[src/rtl/device_regs_pkg.sv]
// Shared types and helpers for the device_regs_param register bank.
package device_regs_pkg;

    localparam int MAX_REGS      = 64;
    localparam int MAX_DATAWIDTH = 64;

    typedef enum logic [1:0] {
        ACC_RW,
        ACC_RO,
        ACC_W1C
    } acc_mode_e;

    typedef struct packed {
        logic [MAX_DATAWIDTH-1:0] rdata;
        logic                     error;
    } rsp_t;

    // RO wins when both mask bits are set for the same register.
    function automatic acc_mode_e acc_mode(input int i,
                                           input logic [MAX_REGS-1:0] ro_mask,
                                           input logic [MAX_REGS-1:0] w1c_mask);
        acc_mode_e mode;
        mode = ACC_RW;
        if (w1c_mask[i]) mode = ACC_W1C;
        if (ro_mask[i])  mode = ACC_RO;
        return mode;
    endfunction

endpackage

[src/rtl/device_regs_rsp_buf.sv]
// One-entry response holding register; owns the request/response handshake.
module device_regs_rsp_buf
    import device_regs_pkg::*;
(
    input  logic clk,
    input  logic rst,
    input  logic req_valid_i,
    input  rsp_t rsp_i,
    input  logic rsp_ready_i,
    output logic req_ready_o,
    output logic accept_o,
    output logic rsp_valid_o,
    output rsp_t rsp_o
);

    logic valid_q, valid_d;
    rsp_t rsp_q, rsp_d;

    assign req_ready_o = !valid_q || rsp_ready_i;
    assign accept_o    = req_valid_i && req_ready_o;

    // NOTE: combinational blocks assign every output a default first so no latch is inferred.
    always_comb begin
        valid_d = valid_q;
        rsp_d   = rsp_q;
        if (accept_o) begin
            valid_d = 1'b1;
            rsp_d   = rsp_i;
        end else if (rsp_ready_i) begin
            valid_d = 1'b0;
        end
    end

    // NOTE: state registers update only with non-blocking assignments.
    always_ff @(posedge clk) begin
        if (rst) begin
            valid_q <= 1'b0;
            rsp_q   <= '0;
        end else begin
            valid_q <= valid_d;
            rsp_q   <= rsp_d;
        end
    end

    assign rsp_valid_o = valid_q;
    assign rsp_o       = rsp_q;

endmodule

[src/rtl/device_regs_param.sv]
// Parametrised CSR bank with RW, RO (hardware status) and W1C (event) registers,
// a valid/ready request channel, a back-pressured response channel and an irq.
module device_regs_param
    import device_regs_pkg::*;
#(
    parameter int                            ADDRWIDTH = 4,
    parameter int                            DATAWIDTH = 8,
    parameter int                            NUM_REGS  = 8,
    parameter logic [NUM_REGS-1:0]           RO_MASK   = '0,
    parameter logic [NUM_REGS-1:0]           W1C_MASK  = '0,
    parameter logic [NUM_REGS*DATAWIDTH-1:0] RESET_VAL = '0
) (
    input  logic                          clk,
    input  logic                          rst,
    input  logic                          req_valid,
    output logic                          req_ready,
    input  logic                          req_wen,
    input  logic [ADDRWIDTH-1:0]          req_addr,
    input  logic [DATAWIDTH-1:0]          req_wdata,
    output logic                          rsp_valid,
    input  logic                          rsp_ready,
    output logic [DATAWIDTH-1:0]          rsp_rdata,
    output logic                          rsp_error,
    input  logic [NUM_REGS*DATAWIDTH-1:0] hw_status,
    input  logic [NUM_REGS*DATAWIDTH-1:0] hw_set,
    output logic [NUM_REGS*DATAWIDTH-1:0] reg_out,
    output logic                          irq
);

    localparam logic [MAX_REGS-1:0] RO_EXT  = MAX_REGS'(RO_MASK);
    localparam logic [MAX_REGS-1:0] W1C_EXT = MAX_REGS'(W1C_MASK);

    if (NUM_REGS > 2**ADDRWIDTH || NUM_REGS > MAX_REGS || DATAWIDTH > MAX_DATAWIDTH) begin : g_param_check
        $fatal(1, "device_regs_param: NUM_REGS must fit the address space and package limits");
    end

    logic                               accept;
    logic [NUM_REGS-1:0][DATAWIDTH-1:0] cur_val;
    logic [NUM_REGS-1:0][DATAWIDTH-1:0] w1c_next;
    logic [DATAWIDTH-1:0]               rd_data;
    logic                               addr_ok;
    logic                               ro_hit;
    rsp_t                               rsp_new;
    rsp_t                               rsp_cur;
    logic                               irq_q, irq_d;

    for (genvar i = 0; i < NUM_REGS; i++) begin : g_reg
        localparam acc_mode_e MODE = acc_mode(i, RO_EXT, W1C_EXT);

        if (MODE == ACC_RO) begin : g_ro
            assign cur_val[i]  = hw_status[i*DATAWIDTH +: DATAWIDTH];
            assign w1c_next[i] = '0;
        end else if (MODE == ACC_W1C) begin : g_w1c
            logic                 wr_hit;
            logic [DATAWIDTH-1:0] val_q, val_d, clr;

            assign wr_hit = accept && req_wen && (req_addr == ADDRWIDTH'(i));

            // Set is OR-ed in after the clear, so a simultaneous set survives.
            always_comb begin
                clr   = wr_hit ? req_wdata : '0;
                val_d = (val_q & ~clr) | hw_set[i*DATAWIDTH +: DATAWIDTH];
            end

            always_ff @(posedge clk) begin
                if (rst) val_q <= '0;
                else     val_q <= val_d;
            end

            assign cur_val[i]  = val_q;
            assign w1c_next[i] = val_d;
        end else begin : g_rw
            logic                 wr_hit;
            logic [DATAWIDTH-1:0] val_q, val_d;

            assign wr_hit = accept && req_wen && (req_addr == ADDRWIDTH'(i));
            assign val_d  = wr_hit ? req_wdata : val_q;

            always_ff @(posedge clk) begin
                if (rst) val_q <= RESET_VAL[i*DATAWIDTH +: DATAWIDTH];
                else     val_q <= val_d;
            end

            assign cur_val[i]  = val_q;
            assign w1c_next[i] = '0;
        end
    end

    always_comb begin
        rd_data = '0;
        addr_ok = 1'b0;
        ro_hit  = 1'b0;
        for (int i = 0; i < NUM_REGS; i++) begin
            if (req_addr == ADDRWIDTH'(i)) begin
                rd_data = cur_val[i];
                addr_ok = 1'b1;
                ro_hit  = RO_EXT[i];
            end
        end
    end

    always_comb begin
        rsp_new       = '0;
        rsp_new.error = !addr_ok || (req_wen && ro_hit);
        if (!req_wen && addr_ok) rsp_new.rdata = MAX_DATAWIDTH'(rd_data);
    end

    device_regs_rsp_buf u_rsp_buf (
        .clk         (clk),
        .rst         (rst),
        .req_valid_i (req_valid),
        .rsp_i       (rsp_new),
        .rsp_ready_i (rsp_ready),
        .req_ready_o (req_ready),
        .accept_o    (accept),
        .rsp_valid_o (rsp_valid),
        .rsp_o       (rsp_cur)
    );

    // irq tracks the W1C contents as they will be after this edge.
    assign irq_d = |w1c_next;

    always_ff @(posedge clk) begin
        if (rst) irq_q <= 1'b0;
        else     irq_q <= irq_d;
    end

    assign irq       = irq_q;
    assign reg_out   = cur_val;
    assign rsp_rdata = rsp_cur.rdata[DATAWIDTH-1:0];
    assign rsp_error = rsp_cur.error;

    logic unused_bits;
    assign unused_bits = ^{hw_set, hw_status, req_wdata, rsp_cur.rdata};

endmodule

[config.mk]
export PLATFORM = sky130hd
export DESIGN_NAME = device_regs_param
export DESIGN_NICKNAME = d
export VERILOG_FILES = /design/src/rtl/device_regs_pkg.sv /design/src/rtl/device_regs_rsp_buf.sv /design/src/rtl/device_regs_param.sv
export SDC_FILE = /design/constraint.sdc
export NUM_CORES = 1
export LEC_CHECK = 0
export ABC_AREA = 1
export CELL_PAD_IN_SITES_DETAIL_PLACEMENT = 0
export CELL_PAD_IN_SITES_GLOBAL_PLACEMENT = 1
export CORE_MARGIN = 2
export CORE_UTILIZATION = 32
export CTS_CLUSTER_DIAMETER = 150
export CTS_CLUSTER_SIZE = 8
export DETAILED_ROUTE_END_ITERATION = 7
export GPL_TIMING_DRIVEN = 0
export PLACE_DENSITY = 0.9
export SETUP_SLACK_MARGIN = 0.1
export SYNTH_ARGS = -nofsm -noshare
export SYNTH_HDL_FRONTEND = slang
export SYNTH_HIERARCHICAL = 1
export SYNTH_SLANG_ARGS = --single-unit
[constraint.sdc]
create_clock -name clk -period 2.2 [get_ports clk]
set_clock_uncertainty 0.15 [all_clocks]
set_input_delay 0.44 -clock clk [delete_from_list [all_inputs] [get_ports clk]]
set_output_delay 0.44 -clock clk [all_outputs]
set_load 0.02 [all_outputs]
; ---- After elaboration in Yosys (flattened, before gate mapping)
; Index checks and enable logic that the tools add are counted.
[totals]
register_bits = 74
in_bits = 145
output_inout_bits = 76
word_cells = 54
[op_classes]
eq_ne = 7
muxes = 19
reduce_logical = 17
[op_table]
columns = cell, n
row1 = 8-bit 2-to-1 mux, 9
row2 = 4-bit by 3-bit equality test with 1-bit output (second input constant), 4
row3 = 1-bit logical AND, 11
row4 = 1-bit 2-to-1 mux, 10
row5 = 4-bit by 2-bit equality test with 1-bit output (second input constant), 2
row6 = 4-bit by 1-bit equality test with 1-bit output (second input constant), 1
row7 = 4-bit zero test, 1
row8 = 1-bit zero test, 3
row9 = 2-bit nonzero test, 1
row10 = 1-bit logical OR, 1

; ---- Depth between registers and ports, before layout
; Gate-level depths: netlist of run 1.
[depth]
ltp_word = 11
mapped_depth = 14
depth_no_buf = 14

; ---- By module
; Netlist of run 1, hierarchy kept.
[modules_own_cells]
columns = module, n_inst, cells_each, area_per_inst_um2, seq_area_each_um2
row1 = device_regs_param, 1, 443, 3280.6, 1281.2
row2 = device_regs_rsp_buf, 1, 433, 2942.8, 1321.3

; ---- Worst setup path after synthesis of run 1
; Ideal clock, no wire load.
[synth_path]
path_type = input-to-reg
from = input port req_valid
to = register g_reg[5].g_rw.val_q[0]
setup_time_ps = 72
arrival_time_ps = 1820
required_time_ps = 1978
setup_slack_ps = 158
cell_stages = 11
path_buffers = 5
path_cell_list = buf_2 buf_6 buf_4 inv_1 a21oi_1 nand2_1 inv_2 buf_2 buf_2 nand3_1 a21oi_1
[synth_via]
elab_chain_cells = 3
[synth_lines]
columns = item, line_no
row1 = from (decl), device_regs_param.sv:15  ; input logic req_valid,
row2 = 1-bit logical AND, device_regs_rsp_buf.sv:20  ; assign accept_o = req_valid_i && req_ready_o;
row3 = net accept, device_regs_param.sv:37  ; logic accept;
row4 = 1-bit logical AND (2 in a row), device_regs_param.sv:76  ; assign wr_hit = accept && req_wen && (req_addr == ADDRWIDTH'(i));
row5 = to (signal assigned), device_regs_param.sv:80  ; if (rst) val_q <= RESET_VAL[i*DATAWIDTH +: DATAWIDTH];
row6 = to (signal assigned), device_regs_param.sv:81  ; else val_q <= val_d;
row7 = to (decl), device_regs_param.sv:74  ; logic [DATAWIDTH-1:0] val_q, val_d;
; The timed path passes the listed nets, and every way through them passes these cells.
; A chain may end at the register's enable or synchronous reset.

; ---- Worst setup path in the final report of run 1
[layout_path]
from = input port rst
to = register g_reg[4].g_rw.val_q[7]
[layout_rtl]
columns = item, line_no
row1 = from (decl), device_regs_param.sv:14  ; input logic rst,
row2 = to (signal assigned), device_regs_param.sv:80
row3 = to (signal assigned), device_regs_param.sv:81
row4 = to (decl), device_regs_param.sv:74
; No word-level cell between the ends.

==> results.sh, run 1 <==
export IMPL_syn_nets=664
export IMPL_setup_slack_ns=0.175
export IMPL_fin_total_pwr_w=0.00321
export IMPL_min_path_type="reg2reg"
export IMPL_reg2regPathDepth=7
export IMPL_grt_pass1_wl_um=20000
export IMPL_via_count=3920
export IMPL_synthToLayoutAreaGrowth_pct=34.7
export IMPL_slew_limit_headroom=0.580
export IMPL_grt_max_degree=14
export IMPL_insertion_delay_ns=0.34
export IMPL_r2r_setup_slack_ns=0.48
export IMPL_timing_final_crit_share=0.921
export IMPL_tightest_slew_ns=0.630
export IMPL_dieArea_um2=12700
export IMPL_cts_htree_levels=3
export IMPL_required_ns=2.24
export IMPL_holdCritStartpoint="g_reg[7].g_rw.val_q[0]$_SDFFE_PP0P_"
export IMPL_placedCellCount=744
export IMPL_cp_data_arrival_time_ns=2.06
export IMPL_rr_endpoint="g_reg[5].g_rw.val_q[0]$_SDFFE_PP0P_"
export IMPL_instances_no_fill=761
export IMPL_holdBufCountCts=0
export IMPL_hold_path_end="g_reg[7].g_rw.val_q[0]$_SDFFE_PP0P_"
export IMPL_syn_inst=519
export IMPL_start_util=0.329
export IMPL_fp_dieH_um=113
export IMPL_r2r_start="u_rsp_buf/rsp_valid_o$_SDFFE_PP0P_"
export IMPL_first_pass_iters=8
export IMPL_gp_congestion=0.900
export IMPL_antenna_found_initial=0
export IMPL_outcome="finished, violations left"
export IMPL_wl_per_cell_um=17.0
export IMPL_final_common_cell="nand2_1"
export IMPL_nets=758
export IMPL_rsz0062_at_grt="no"
export IMPL_drive_above_1_share=0.178
export IMPL_endpoint_kind="flip-flop"
export IMPL_avgSynthCellArea_um2=7.31
export IMPL_final_cell_mix="nand2_1 (100), clkdlybuf4s50_1 (77), dfxtp_1 (74), a21oi_1 (59), nand3_1 (57)"
export IMPL_fill_cells=1179
export IMPL_antennaDiodeCount=0
export IMPL_leakage_nw=1.93
export IMPL_path_max_fanout=10
export IMPL_core_um2=11500
export IMPL_maxCapViolations=0
export IMPL_ioPinCount=221
export IMPL_hold_path_depth=2
export IMPL_rows=39
export IMPL_max_freq_ghz=0.494
export IMPL_place_area_um2=4790
export IMPL_route_detailed_drc=9
export IMPL_setup_violations=0
export IMPL_drt_total_wl_um=12900
export IMPL_portBuffers=82
export IMPL_grt_overflow=0
export IMPL_netlist_area_um2=3790
export IMPL_grt_pass1_vias=3706
export IMPL_cts_tree="yes"
export IMPL_clkSinkCount=74
export IMPL_avgViaCountPerCell=5.15
export IMPL_violations="design-rule violations"
export IMPL_final_area_um2=5110
export IMPL_cts_buffers=9
export IMPL_slew_viol_final=0
export IMPL_drt_iter0_drc=387
export IMPL_synth_warnings=6
export IMPL_finalHoldViolCount=0
export IMPL_cts_root_buf="clkbuf_16"
export IMPL_critPathKind="in2reg"
export IMPL_worstSetupStartpointType="primary input"
export IMPL_cts_buffer_depth=2
export IMPL_period_minus_slack_ns=2.03
export IMPL_clk_pin_slew_worst_paths_ns=0.06
export IMPL_vdd_drop_max_uv=408
export IMPL_tns_ns=0
export IMPL_grt_use_total=0.203
export IMPL_hpwlAfterDp_um=9590
export IMPL_die_w_um=113
export IMPL_dp_slack_ns=-0.565
export IMPL_powerDensity_nw_per_um2=627
export IMPL_drtAntennaViolNets=0
## metal layers
layer  wire length, um  vias to the layer above  global-route usage  part of all wire
li1                  -                     1878                   -                 -
met1              6080                     1827               0.297              0.47
met2              5360                      198               0.288              0.41
met3              1270                       17              0.0541             0.098
met4               225                        0              0.0659             0.017
met5                 0                        -                   0                 0
## through the flow
step           hold slack (ns)   util
2_1_floorplan            0.359      -
3_3_place_gp             0.317  0.416
3_5_place_dp             0.322  0.416
4_1_cts                  0.326  0.444
5_1_grt                  0.340  0.444
6_report                 0.333  0.444
## state kept, by name, summed over array words and instances (netlist names)
register / flops
u_rsp_buf/rsp_o: 9
u_rsp_buf/rsp_valid_o: 1
g.g_rw.val_q: 64
## repair_timing
| item | 4_1_cts | 5_1_grt |
|---|---|---|
| pin swaps | 3 | 1 |
| setup endpoints to repair | 11 | 18 |
| gates resized for setup | 14 | 11 |
| gates cloned | 0 | 0 |
| setup buffers | 0 | 1 |
## layout make-up
class | count | area [um^2] | share of cell area
clock buffers | 10 | 229 | 0.0448
inverters | 57 | 221 | 0.0433
repair buffers | 83 | 808 | 0.158
well taps | 143 | 179 | 0.0350
flip-flops and latches | 74 | 1480 | 0.290
multi-input cells | 339 | 1800 | 0.353
plain buffers | 49 | 322 | 0.0629
clock inverters | 6 | 67.6 | 0.0132
## worst max-delay path: stages
cell             delay (ns)
clkdlybuf4s50_1        0.51
buf_1                  0.46
clkbuf_1               0.55
a211oi_1               0.10
## worst max-delay path by stage
stage                           start                                  end  slack (ns)  cells past startpoint
after floorplan             req_valid  g_reg[5].g_rw.val_q[0]$_SDFFE_PP0P_        0.27                     11
after global placement    req_addr[0]      u_rsp_buf/rsp_o[1]$_SDFFE_PP0P_       -0.54                     14
after detailed placement  req_addr[1]      u_rsp_buf/rsp_o[1]$_SDFFE_PP0P_       -0.57                     14
after CTS                 req_addr[0]      u_rsp_buf/rsp_o[1]$_SDFFE_PP0P_        0.09                     15
after global routing              rst  g_reg[3].g_rw.val_q[7]$_SDFFE_PP0P_        0.11                      4
final                             rst  g_reg[4].g_rw.val_q[7]$_SDFFE_PP0P_        0.17                      4
## where the power goes
part	total, W	leakage, nW	internal [W]	switching [W]
clock	0.00147	0.139	0.000880	0.000593
sequential	0.00138	0.599	0.00136	0.0000145
combinational	0.000358	1.19	0.000123	0.000235
total	0.00321	1.93	0.00236	0.000843
Note: power is estimated with default switching activity, not from simulation.
==> run 2: changes to the inputs <==
--- a/config.mk
+++ b/config.mk
@@ -8,6 +8,7 @@
 export ABC_AREA = 1
 export CELL_PAD_IN_SITES_DETAIL_PLACEMENT = 0
 export CELL_PAD_IN_SITES_GLOBAL_PLACEMENT = 1
+export CORE_ASPECT_RATIO = 2
 export CORE_MARGIN = 2
 export CORE_UTILIZATION = 32
 export CTS_CLUSTER_DIAMETER = 150
==> results.sh, run 2 (synthesis results as in run 1) <==
export IMPL_outcome="finished, final reports clean"
export IMPL_tns_ns=0
export IMPL_endpoint_kind="flip-flop"
export IMPL_drt_total_wl_um=12800
export IMPL_drive_above_1_share=0.181
export IMPL_via_count=3895
export IMPL_gp_congestion=0.937
export IMPL_largest_reg_flops=64
export IMPL_worstSetupStartpointType="primary input"
export IMPL_wl_per_cell_um=16.8
export IMPL_cp_slowest_cell="clkbuf_1"
export IMPL_first_pass_iters=5
export IMPL_wl_met2_um=6360
export IMPL_timing_final_crit_share=0.927
export IMPL_cp_data_arrival_time_ns=2.09
export IMPL_setup_violations=0
export IMPL_avgViaCountPerCell=5.10
export IMPL_clk_pin_slew_worst_paths_ns=0.06
export IMPL_met3WireLength_um=949
export IMPL_setup_slack_ns=0.160
export IMPL_insertion_delay_ns=0.35
export IMPL_critPathBufInv=3
export IMPL_finalHoldViolCount=0
export IMPL_min_path_type="in2reg"
export IMPL_clkSinkCount=74
export IMPL_fp_dieH_um=158
export IMPL_slew_limit_headroom=0.585
export IMPL_dieArea_um2=12800
export IMPL_drt_iter0_drc=231
export IMPL_max_freq_ghz=0.490
export IMPL_holdCritStartpoint="req_wdata[3]"
export IMPL_required_ns=2.25
export IMPL_final_common_cell="nand2_1"
export IMPL_leakage_nw=1.94
export IMPL_cts_htree_levels=3
export IMPL_utilization=0.440
export IMPL_ioPinCount=221
export IMPL_crit_start="rst"
export IMPL_maxCapViolations=0
export IMPL_cp_top_family="buffers and inverters"
export IMPL_powerDensity_nw_per_um2=614
export IMPL_slowest_delay_ns=0.55
export IMPL_grt_pass1_wl_um=20300
export IMPL_hpwlAfterDp_um=9820
export IMPL_cts_buffers=9
export IMPL_start_util=0.326
export IMPL_dp_slack_ns=-0.610
export IMPL_cts_tree="yes"
export IMPL_drtAntennaViolNets=0
export IMPL_cts_buffer_depth=2
export IMPL_slew_viol_final=0
export IMPL_grt_max_degree=15
export IMPL_grt_use_total=0.212
export IMPL_cts_root_buf="clkbuf_16"
export IMPL_tightest_slew_ns=0.622
export IMPL_core_um2=11600
export IMPL_antenna_found_initial=0
export IMPL_final_cell_mix="nand2_1 (101), clkdlybuf4s50_1 (77), dfxtp_1 (74), a21oi_1 (59), nand3_1 (57)"
export IMPL_wl_met1_um=4950
export IMPL_antennaDiodeCount=0
export IMPL_r2r_start="u_rsp_buf/rsp_valid_o$_SDFFE_PP0P_"
export IMPL_critPathKind="in2reg"
export IMPL_grt_pass1_vias=3924
export IMPL_portBuffers=82
export IMPL_top_layer_used="met4"
export IMPL_rows=56
export IMPL_top_register="g.g_rw.val_q"
export IMPL_route_detailed_drc=0
export IMPL_nets=759
export IMPL_grt_overflow=0
export IMPL_period_minus_slack_ns=2.04
export IMPL_cp_cell_sequence="clkdlybuf4s50_1 > buf_1 > clkbuf_1 > a21oi_1"
export IMPL_rsz0062_at_grt="yes"
export IMPL_vdd_drop_max_uv=562
export IMPL_synthToLayoutAreaGrowth_pct=34.8
export IMPL_die_w_um=81.0
export IMPL_path_max_fanout=10
==> run 2: routing by layer <==
| metal | up-vias | track usage |
|---|---|---|
| li1 | 1879 | - |
| met1 | 1808 | 0.233 |
| met2 | 172 | 0.366 |
| met3 | 36 | 0.0530 |
| met4 | 0 | 0.111 |
| met5 | - | 0 |
==> run 2: worst paths after layout <==
| path | cells past startpoint | slack (ns) | to |
|---|---|---|---|
| max | 4 | 0.16 | g_reg[5].g_rw.val_q[3]$_SDFFE_PP0P_ |
| min | 3 | 0.31 | g_reg[6].g_rw.val_q[3]$_SDFFE_PP0P_ |
| max reg2reg | 7 | 0.52 | g_reg[5].g_rw.val_q[3]$_SDFFE_PP0P_ |
| min reg2reg | 2 | 0.33 | g_reg[7].g_rw.val_q[6]$_SDFFE_PP0P_ |
==> run 2: worst min-delay path, stage by stage <==
cell     delay, ns
buf_2         0.17
nand3_2       0.10
a21oi_2       0.05
==> run 2: final cells by class <==
type,count,area (um^2)
buffer,49,323
sequential,74,1480
clock inverter,6,50.0
tap,145,181
clock buffer,10,239
timing repair buffer,84,815
inverter,57,221
fill,1240,6520
multi-input combinational,339,1800
==> run 2: what timing repair did <==
| action | 4_1_cts | 5_1_grt |
|---|---|---|
| pin swaps | 1 | 3 |
| setup buffers | 0 | 2 |
| setup endpoints to repair | 19 | 24 |
| hold buffers | 0 | 0 |
| resized for setup | 14 | 12 |
==> run 2: stage by stage <==
stage                     area, um^2  hold WS (ns)  power (W)  cells
after global placement          4800         0.313    0.00175    746
after floorplan                 3790         0.359    0.00162    519
after detailed placement        4800         0.319    0.00175    746
after global routing            5110         0.317    0.00325    764
after CTS                       5100         0.302    0.00315    762
final                           5110         0.309    0.00314    764
==> run 2: where the power goes <==
group	internal (W)	switching [W]	total (W)
Combinational	0.000124	0.000230	0.000354
Clock	0.000803	0.000608	0.00141
Sequential	0.00136	0.0000142	0.00138
==> run 3: changes to the inputs <==
--- a/config.mk
+++ b/config.mk
@@ -17,6 +17,7 @@
 export GPL_TIMING_DRIVEN = 0
 export PLACE_DENSITY = 0.9
 export SETUP_SLACK_MARGIN = 0.1
+export SKIP_CTS_REPAIR_TIMING = 1
 export SYNTH_ARGS = -nofsm -noshare
 export SYNTH_HDL_FRONTEND = slang
 export SYNTH_HIERARCHICAL = 1
==> results.sh, run 3 (synthesis results as in run 1) <==
export IMPL_outcome="finished, final reports clean"
export IMPL_cts_tree="yes"
export IMPL_final_area_um2=5110
export IMPL_cp_slowest_cell="clkdlybuf4s50_1"
export IMPL_vdd_drop_max_uv=557
export IMPL_grt_use_total=0.211
export IMPL_clkPwrFrac=0.449
export IMPL_route_detailed_drc=0
export IMPL_tightest_slew_ns=0.615
export IMPL_max_freq_ghz=0.494
export IMPL_finalHoldViolCount=0
export IMPL_hpwlAfterDp_um=9820
export IMPL_leakage_nw=1.95
export IMPL_crit_start="g_reg[5].g_rw.val_q[1]$_SDFFE_PP0P_"
export IMPL_grt_pass1_wl_um=20300
export IMPL_min_path_type="in2reg"
export IMPL_cts_root_buf="clkbuf_16"
export IMPL_critPathKind="reg2out"
export IMPL_dieArea_um2=12800
export IMPL_worstSetupStartpointType="flip-flop"
export IMPL_r2r_start="u_rsp_buf/rsp_valid_o$_SDFFE_PP0P_"
export IMPL_timing_final_crit_share=0.920
export IMPL_drt_total_wl_um=12800
export IMPL_cp_data_arrival_time_ns=1.43
export IMPL_top_register="g.g_rw.val_q"
export IMPL_required_ns=1.61
export IMPL_drive_above_1_share=0.177
export IMPL_cp_cell_sequence="clkdlybuf4s50_1"
export IMPL_placedCellCount=746
export IMPL_p_sw_frac=0.271
export IMPL_synthToLayoutAreaGrowth_pct=34.8
export IMPL_drt_iter0_drc=256
export IMPL_die_w_um=81.0
export IMPL_instances_no_fill=762
export IMPL_grt_pass1_vias=3933
export IMPL_slew_limit_headroom=0.590
export IMPL_hold_slack_ns=0.308
export IMPL_clk_pin_slew_worst_paths_ns=0.06
export IMPL_antennaDiodeCount=0
export IMPL_final_cell_mix="nand2_1 (100), clkdlybuf4s50_1 (77), dfxtp_1 (74), a21oi_1 (59), nand3_1 (57)"
export IMPL_setup_violations=0
export IMPL_fill_cells=1237
export IMPL_dp_slack_ns=-0.610
export IMPL_crit_end="reg_out[41]"
export IMPL_wl_per_cell_um=16.8
export IMPL_rows=56
export IMPL_critPathBufInv=1
export IMPL_via_count=3893
export IMPL_rsz0062_at_grt="no"
export IMPL_p_comb_frac=0.113
export IMPL_fin_total_pwr_w=0.00314
export IMPL_endpoint_kind="primary output"
export IMPL_reg2regPathDepth=7
export IMPL_gp_congestion=0.937
export IMPL_regArea_um2=1480
export IMPL_maxCapViolations=0
export IMPL_nets=757
export IMPL_clkSinkCount=74
export IMPL_cts_buffer_depth=2
export IMPL_cts_htree_levels=3
export IMPL_rr_endpoint="g_reg[5].g_rw.val_q[4]$_SDFFE_PP0P_"
export IMPL_multi_input_comb_area_um2=1800
export IMPL_drtAntennaViolNets=0
export IMPL_final_common_cell="nand2_1"
export IMPL_seq_power_share=0.439
export IMPL_fp_dieH_um=158
export IMPL_cts_buffers=9
export IMPL_r2r_setup_slack_ns=0.50
export IMPL_powerDensity_nw_per_um2=613
export IMPL_portBuffers=82
export IMPL_internal_power_w=0.00229
export IMPL_cp_num_cells=1
export IMPL_first_pass_iters=5
export IMPL_start_util=0.326
export IMPL_grt_max_degree=15
export IMPL_ioPinCount=221
export IMPL_place_area_um2=4800
export IMPL_largest_reg_flops=64
export IMPL_cp_top_family="buffers and inverters"
export IMPL_grt_overflow=0
export IMPL_slowest_delay_ns=0.65
export IMPL_slew_viol_final=0
export IMPL_power_switching_w=0.000850
export IMPL_antenna_found_initial=0
export IMPL_period_minus_slack_ns=2.02
export IMPL_avgViaCountPerCell=5.11
export IMPL_insertion_delay_ns=0.34
export IMPL_path_max_fanout=3
export IMPL_setup_slack_ns=0.176
export IMPL_core_um2=11600
==> run 3: final cells by class <==
class	instances	share of cell area
Clock inverter	6	0.00978
Buffer	49	0.0624
Sequential cell	74	0.290
Timing Repair Buffer	82	0.160
Inverter	57	0.0433
Tap cell	145	0.0355
Multi-Input combinational cell	339	0.353
Clock buffer	10	0.0467
==> run 3: metal layers <==
layer / part of all wire / GRT usage / vias up / wire length (um)
li1: - / - / 1880 / -
met1: 0.38 / 0.232 / 1789 / 4860
met2: 0.50 / 0.364 / 188 / 6370
met3: 0.078 / 0.0530 / 36 / 992
met4: 0.043 / 0.115 / 0 / 552
met5: 0 / 0 / - / 0
==> run 3: power by group through the flow <==
stage | logic (W) | clock network [W] | registers (W)
floorplan | 0.000193 | 0 | 0.00143
global placement | 0.000345 | 0 | 0.00140
detailed placement | 0.000348 | 0 | 0.00141
CTS | 0.000349 | 0.00143 | 0.00138
global route | 0.000384 | 0.00149 | 0.00138
finish | 0.000354 | 0.00141 | 0.00138
==> run 3: how the worst min path moves through the flow <==
| stage | start | end | depth (start not counted) |
|---|---|---|---|
| global route | req_wdata[5] | g_reg[6].g_rw.val_q[5]$_SDFFE_PP0P_ | 3 |
| detailed placement | g_reg[7].g_rw.val_q[0]$_SDFFE_PP0P_ | g_reg[7].g_rw.val_q[0]$_SDFFE_PP0P_ | 2 |
| floorplan | rst | u_rsp_buf/rsp_valid_o$_SDFFE_PP0P_ | 1 |
| CTS | req_wdata[5] | g_reg[6].g_rw.val_q[5]$_SDFFE_PP0P_ | 3 |
| finish | req_wdata[5] | g_reg[6].g_rw.val_q[5]$_SDFFE_PP0P_ | 3 |
| global placement | u_rsp_buf/rsp_o[7]$_SDFFE_PP0P_ | u_rsp_buf/rsp_o[7]$_SDFFE_PP0P_ | 2 |
==> run 3: through the flow <==
step           setup TNS, ns   util
6_report                   0  0.440
5_1_grt                    0  0.440
4_1_cts               -0.979  0.437
3_5_place_dp          -14.39  0.412
3_3_place_gp          -12.86  0.412
2_1_floorplan              0      -
